$ cat config.mk
export PLATFORM = sky130hd
export DESIGN_NAME = mem_arbiter
export DESIGN_NICKNAME = d
export VERILOG_FILES = /design/src/rtl/mem_arbiter.sv
export SDC_FILE = /design/constraint.sdc
export NUM_CORES = 1
export LEC_CHECK = 0
export ABC_CLOCK_PERIOD_IN_PS = 2900
export BUFFER_PORTS_ARGS = -buffer_cell sky130_fd_sc_hd__buf_2
export CAP_MARGIN = 20
export CORE_AREA = 2 2 108 110
export CTS_CLUSTER_SIZE = 12
export DETAILED_ROUTE_END_ITERATION = 8
export DIE_AREA = 0 0 110 112
export PLACE_DENSITY_LB_ADDON = 0.08
export SLEW_MARGIN = 25
export SYNTH_ARGS = -nofsm -noshare
export SYNTH_HDL_FRONTEND = slang
export SYNTH_SLANG_ARGS = --single-unit
$ cat constraint.sdc
create_clock -name clk -period 2.9 [get_ports clk]
set_input_delay 0.29 -clock clk [delete_from_list [all_inputs] [get_ports clk]]
set_output_delay 0.29 -clock clk [all_outputs]
set_load 0.1 [all_outputs]
$ cat src/rtl/mem_arbiter.sv
// Two-port memory arbiter: data-priority grant with fetch anti-starvation,
// and a 2-entry in-order tag FIFO that steers read responses to their owner.
module mem_arbiter #(
    parameter int unsigned ADDR_W     = 32,
    parameter int unsigned DATA_W     = 32,
    parameter int unsigned STARVE_MAX = 4
) (
    input  logic              clk,
    input  logic              rst,
    // fetch port
    input  logic              if_req,
    input  logic [ADDR_W-1:0] if_addr,
    input  logic              if_flush,
    output logic              if_gnt,
    output logic              if_rvalid,
    output logic [DATA_W-1:0] if_rdata,
    // data port
    input  logic              d_req,
    input  logic [3:0]        d_we,
    input  logic [ADDR_W-1:0] d_addr,
    input  logic [DATA_W-1:0] d_wdata,
    output logic              d_gnt,
    output logic              d_rvalid,
    output logic [DATA_W-1:0] d_rdata,
    // memory port
    output logic              mem_req,
    output logic [3:0]        mem_we,
    output logic [ADDR_W-1:0] mem_addr,
    output logic [DATA_W-1:0] mem_wdata,
    input  logic              mem_ready,
    input  logic              mem_rvalid,
    input  logic [DATA_W-1:0] mem_rdata,
    output logic              resp_err
);

    localparam int unsigned CNT_W = (STARVE_MAX < 1) ? 1 : $clog2(STARVE_MAX + 1);

    logic [CNT_W-1:0] starve_cnt, starve_nxt;
    logic [1:0]       fifo_cnt, fifo_cnt_nxt;
    // bit 0 is the head entry; owner 1 = fetch, 0 = data
    logic [1:0]       owner_q, owner_nxt;
    logic [1:0]       disc_q, disc_nxt, disc_flush;
    logic [1:0]       valid_mask;
    logic             err_nxt;

    logic fetch_ok, fetch_wins, data_wins, win_read, fifo_full, blocked;
    logic pop, push, head_live;

    // Grant selection and same-cycle memory request mux
    always_comb begin
        fetch_ok   = if_req && !if_flush;
        fetch_wins = fetch_ok && (!d_req || (starve_cnt == CNT_W'(STARVE_MAX)));
        data_wins  = d_req && !fetch_wins;
        win_read   = fetch_wins || (data_wins && (d_we == 4'b0000));
        fifo_full  = (fifo_cnt == 2'd2);
        blocked    = rst || !mem_ready || (fifo_full && win_read);
        if_gnt     = fetch_wins && !blocked;
        d_gnt      = data_wins && !blocked;
        mem_req    = if_gnt || d_gnt;
        mem_we     = d_gnt ? d_we : 4'b0000;
        mem_addr   = if_gnt ? if_addr : d_addr;
        mem_wdata  = if_gnt ? DATA_W'(0) : d_wdata;
    end

    // Response routing; a flush in the pop cycle also suppresses the head
    always_comb begin
        valid_mask = {fifo_cnt == 2'd2, fifo_cnt != 2'd0};
        disc_flush = disc_q | (owner_q & valid_mask & {2{if_flush}});
        pop        = mem_rvalid && (fifo_cnt != 2'd0);
        head_live  = pop && !disc_flush[0] && !rst;
        if_rvalid  = head_live && owner_q[0];
        d_rvalid   = head_live && !owner_q[0];
        if_rdata   = mem_rdata;
        d_rdata    = mem_rdata;
    end

    // Next-state: tag FIFO, starvation counter, sticky error
    always_comb begin
        owner_nxt    = owner_q;
        disc_nxt     = disc_flush;
        fifo_cnt_nxt = fifo_cnt;
        starve_nxt   = starve_cnt;
        push         = if_gnt || (d_gnt && (d_we == 4'b0000));
        err_nxt      = resp_err || (mem_rvalid && (fifo_cnt == 2'd0));

        if (pop) begin
            owner_nxt    = {1'b0, owner_q[1]};
            disc_nxt     = {1'b0, disc_flush[1]};
            fifo_cnt_nxt = fifo_cnt - 2'd1;
        end
        if (push) begin
            if (fifo_cnt_nxt == 2'd0) begin
                owner_nxt[0] = if_gnt;
                disc_nxt[0]  = 1'b0;
            end else begin
                owner_nxt[1] = if_gnt;
                disc_nxt[1]  = 1'b0;
            end
            fifo_cnt_nxt = fifo_cnt_nxt + 2'd1;
        end

        if (if_req && !if_gnt) begin
            if (starve_cnt != CNT_W'(STARVE_MAX))
                starve_nxt = starve_cnt + CNT_W'(1);
        end else begin
            starve_nxt = '0;
        end
    end

    // State registers
    always_ff @(posedge clk or posedge rst) begin
        if (rst) begin
            fifo_cnt   <= 2'd0;
            owner_q    <= 2'b00;
            disc_q     <= 2'b00;
            starve_cnt <= '0;
            resp_err   <= 1'b0;
        end else begin
            fifo_cnt   <= fifo_cnt_nxt;
            owner_q    <= owner_nxt;
            disc_q     <= disc_nxt;
            starve_cnt <= starve_nxt;
            resp_err   <= err_nxt;
        end
    end

endmodule

Word-level counts from Yosys, hierarchy flattened:

Index checks and enable logic that the tools add are counted.

* logic and storage cells: 65
* register bits: 10
* input port bits: 139

* add/subtract/negate cells: 3
* multiplexer cells: 15
* eq/ne operators: 4
* bitwise logic cells: 3
* reduce and logical (&&, ||, !) cells: 35

Operators by type and width (number)
* 2-to-1 mux 32 bit: 2
* logical AND 1 bit: 15
* 2-to-1 mux 2 bit: 6
* logical NOT 1 bit: 9
* logical OR 1 bit: 7
* 2-to-1 mux 3 bit: 2
* bitwise AND 2 bit: 2
* logical NOT 2 bit: 2
* logical NOT 4 bit: 1
* 2-to-1 mux 1 bit: 4
* 2-to-1 mux 4 bit: 1
* adder 3 x 1 -> 3 bit, second input constant: 1
* equality test 3 bit, second input constant: 1
* != test 3 bit, second input constant: 1
* adder 2 x 1 -> 2 bit, second input constant: 1
* equality test 2 bit, second input constant: 1
* != test 2 x 1 -> 1 bit, second input constant: 1
* bitwise OR 2 bit: 1
* nonzero test 2 bit: 1
* subtractor 2 x 1 -> 2 bit, second input constant: 1

Longest topological paths before layout:

* depth after elaboration: 14
* depth in mapped cells: 10
* mapped depth without buffers: 9

Least setup slack after synthesis:

Ideal clock, no wire load.

* kind: register to output
* start: reg fifo_cnt[0]
* end: out if_rvalid
* setup slack: -1.174 ns
* arrival time: 3.784 ns
* stages on the path, launching flop included: 6
* data required time: 2.610 ns
* cells stage by stage: dfrtp_1 > inv_1 > ha_1 > nand2b_1 > clkbuf_1 > nor4_1

* cells in the longest elaborated chain, start to end: 8
* elaborated cells on any way between the ends: 9
* those cells by class: bitwise (3); reduce/logical (6)

Ends and longest elaborated chain
* start: declaration: line 39 `logic [1:0] fifo_cnt, fifo_cnt_nxt;`
* start signal: assignment: line 119 `fifo_cnt <= fifo_cnt_nxt;`
* nonzero test 2 bit (*): line 67, 69
* bitwise AND 2 bit (2 in series): line 68 `disc_flush = disc_q | (owner_q & valid_mask & {2{if_flush}});`
* bitwise OR 2 bit: line 68
* logical NOT 1 bit: line 70 `head_live = pop && !disc_flush[0] && !rst;`
* logical AND 1 bit (*) (2 in series): line 70
* logical AND 1 bit (*): line 71 `if_rvalid = head_live && owner_q[0];`
* end: declaration: line 15 `output logic if_rvalid,`

Mark *: on every way between the ends. The rest lies on a longest branch, timed or not.

Final worst setup path:

* start: reg fifo_cnt[0]
* end: out mem_addr[31]

* cells in the longest elaborated chain, start to end: 6

Ends and longest elaborated chain
* equality test 2 bit: line 55 `fifo_full = (fifo_cnt == 2'd2);`
* logical AND 1 bit: line 56 `blocked = rst || !mem_ready || (fifo_full && win_read);`
* logical OR 1 bit: line 56
* logical NOT 1 bit: line 57 `if_gnt = fetch_wins && !blocked;`
* logical AND 1 bit: line 57
* 2-to-1 mux 32 bit: line 61 `mem_addr = if_gnt ? if_addr : d_addr;`
* end: declaration: line 28 `output logic [ADDR_W-1:0] mem_addr,`

No other way between the ends.

==> impl_metrics.csv <==
group,metric,value,unit
global_routing,grt_pass1_vias,1693,
worst_setup_path,critPathLaunchType,"flip-flop",
routing,drtIter0Drc,26,
timing,setup-tns-final,0,ns
status,outcome,"finished clean",
global_routing,antenna_found_initial,0,
place,hpwl,5.53,mm
power,pwr-share-seq,0.151,
floorplan,die_w,110,um
cts,clock_path_buffers,2,
synth,syn_nets,357,
synth,ys_seq_elements,10,
floorplan,core-area,0.0112,mm^2
worst_setup_path,r2r_setup_slack,0.74,ns
cts,root_buffer,"clkbuf_16",
floorplan,fp.dieH,112,um
timing,drv_slew,0,
worst_setup_path,r2r_end,"owner_q[1]",
floorplan,start_util,0.167,
worst_setup_path,crit_path_end_kind,"output port",
synth,ys_warn_count,0,
power,p_leak,1.41,nW
timing,finalSetupViolCount,0,
layout,area_growth,40.3,%
cts,cts_buffers,3,
synth,synth_area,0.00187,mm^2
cts,cts_sinks,10,
layout,drive_gt1_frac,0.733,
routing,drt_pass1_iterations,3,
power,p_comb_frac,0.658,
floorplan,rows,39,
power,power_switching,793,uW
worst_setup_path,arrival,2.42,ns
synth,synth_seq_area_share,0.134,
min_path,worstHoldPathType,"in -> async",
routing,wl_per_cell,13.3,um
routing,vias,1793,
power,switching_share,0.557,
cts,worstSkewPairLatency,0.24,ns
layout,diodes,0,
timing,rsz0062_at_grt,"false",
cts,cts_resized,0,
layout,nFillCells,1255,
routing,drc,0,
job,maxCapViolCount,0,
timing,slew_headroom,0.658,
timing,finalHoldViolations,0,
cts,htreeDepth,1,
cts,hold_buffers,0,
routing,routed_wl,6.31,mm
worst_setup_path,worst_ep_required_time,2.61,ns
synth,ys_types,36,
cts,tritoncts,"done",
place,gp_congestion,0.720,
global_routing,grt_max_degree,30,
layout,regArea,250,um^2
routing,ant_nets,0,
layout,multi_input_area,0.00110,mm^2
place,port_buffers,180,
global_routing,grt_remaining_overflow,0,
timing,worst_slew_pin_slew,0.517,ns
synth,avgSynthCellArea,8.78,um^2
timing,final.period_utilization,0.935,
worst_setup_path,setup.worst_path.class,"reg -> out",
cts,clk_pin_slew,0.04,ns
global_routing,grt_pass1_wl,8.84,mm
layout,fin_util,0.235,
power,p_per_area,543,mW/mm^2
timing,timing.fmax,0.369,GHz
worst_setup_path,reg2regPathDepth,8,
floorplan,pin_count,277,
power,power_frac_clock,0.191,
global_routing,grt_use_total,0.0916,
routing,vias_per_cell,3.79,
timing,skew,0.00108,ns
layout,finalNetCount,475,
floorplan,dieArea,0.0123,mm^2
worst_setup_path,reg2reg_from,"fifo_cnt[0]",
synth,syn_inst,213,
worst_setup_path,critical_path.max_fanout,29,
power,peakVddDrop,0.358,mV
timing,period_needed,2.71,ns
power,internal-power,631,uW
## stage by stage
stage | power, mW | setup WS [ns] | area, um^2 | hold WS, ns | cells
after floorplan | 1.38 | -0.132 | 1940 | 0.130 | 213
after global placement | 1.16 | 0.385 | 2530 | 0.389 | 468
after detailed placement | 1.16 | 0.356 | 2530 | 0.375 | 468
after CTS | 1.44 | 0.0975 | 2620 | 0.125 | 472
after global routing | 1.52 | 0.0876 | 2630 | 0.162 | 473
final | 1.42 | 0.189 | 2630 | 0.105 | 473
## synthesized netlist by cell type
master,instances,area share
and3_1,2,0.0067
buf_6,1,0.0060
nand2_1,6,0.012
o21ai_0,4,0.011
nor4_1,2,0.0067
a21o_1,2,0.0080
nand3_1,2,0.0054
mux2_4,20,0.16
buf_2,3,0.0080
buf_12,2,0.021
xnor2_1,2,0.0094
buf_4,64,0.26
a211oi_1,1,0.0040
buf_8,1,0.0080
xor2_1,1,0.0047
nor2_1,8,0.016
nor2_4,1,0.0060
a21boi_0,1,0.0040
mux2_2,5,0.030
mux2_1,7,0.042
nor3_1,1,0.0027
nand2b_1,4,0.013
or3b_4,1,0.0060
o2bb2ai_1,1,0.0047
o221ai_1,1,0.0047
a31oi_1,2,0.0067
mux2i_1,1,0.0054
inv_1,7,0.014
ha_1,5,0.033
nor3b_1,1,0.0040
a32o_1,1,0.0054
a21oi_1,5,0.013
clkbuf_1,1,0.0020
dfrtp_1,10,0.13
and2_1,4,0.013
nor2b_1,33,0.11
## layout by cell type (no fill, tap or decap), drive strengths merged
cell type  instances
a21o               2
o221ai             1
mux2              32
xor2               1
nor3               1
buf              185
clkbuf             4
a31oi              2
o2bb2ai            1
nor2b             33
nor4               2
a21boi             1
inv                7
and2               4
xnor2              2
nor3b              1
nand2              6
a211oi             1
nand2b             4
a21oi              5
o21ai              4
and3               2
or3b               1
a32o               1
mux2i              1
ha                 5
nor2               9
dfrtp             10
nand3              2
## cell type report
type | instances | share of cell area
flip-flops and latches | 10 | 0.0953
repair buffers | 185 | 0.373
multi-input cells | 124 | 0.420
inverters | 7 | 0.0100
clock buffers | 4 | 0.0338
well taps | 143 | 0.0682
## power by group through the flow
stage                     Combinational (mW)  Sequential, mW  Clock (mW)
after floorplan                         1.18           0.204           0
after CTS                              0.946           0.214       0.276
after detailed placement               0.944           0.215           0
after global placement                 0.946           0.217           0
after global routing                    1.01           0.220       0.289
final                                  0.937           0.215       0.272
## flip-flops by register name, summed over array words and instances, names as in the netlist
signal	count
starve_cnt	3
disc_q	2
fifo_cnt	2
owner_q	2
resp_err	1
## per-layer routing
| metal | vias to the layer above | part of all wire | wire (um) | GRT usage |
|---|---|---|---|---|
| met3 | 4 | 0.16 | 1040 | 0.0480 |
| li1 | 870 | - | - | - |
| met5 | - | 0 | 0 | 0 |
| met1 | 774 | 0.38 | 2430 | 0.112 |
| met2 | 145 | 0.44 | 2810 | 0.144 |
| met4 | 0 | 0.0054 | 34 | 0.0152 |
## critical path, stage by stage, from the launching register on
cell and delay [ns]:
dfrtp_1 0.32, inv_1 0.07, ha_1 0.27, or3b_4 0.42
nor2_4 0.22, buf_12 0.22, mux2_2 0.35, buf_2 0.29
## cells by family after synthesis
logic type / Yosys count / synth area share
buffers and inverters: 79 / 0.316
and+or+nand+nor: 65 / 0.203
muxes: 33 / 0.238
AOI/OAI and AO/OA: 18 / 0.0615
DFF: 10 / 0.134
adders and majority gates: 5 / 0.0334
xor gates and xnor gates: 3 / 0.0140
## timing repair
action,4_1_cts,5_1_grt
hold endpoints to repair,0,0
buffers inserted,0,1
endpoints found under the setup margin,0,10
## how the worst max path moves through the flow
stage                              from            end  slack (ns)  depth (start not counted)
after floorplan           starve_cnt[0]  mem_wdata[22]       -0.13                          7
after global placement      fifo_cnt[0]   mem_addr[31]        0.38                          7
after detailed placement  starve_cnt[0]   mem_addr[31]        0.36                          8
after CTS                 starve_cnt[0]   mem_addr[31]         0.1                          8
after global routing        fifo_cnt[0]    mem_addr[2]        0.09                          7
final                       fifo_cnt[0]   mem_addr[31]        0.19                          7
(Power assumes the default switching activity.)
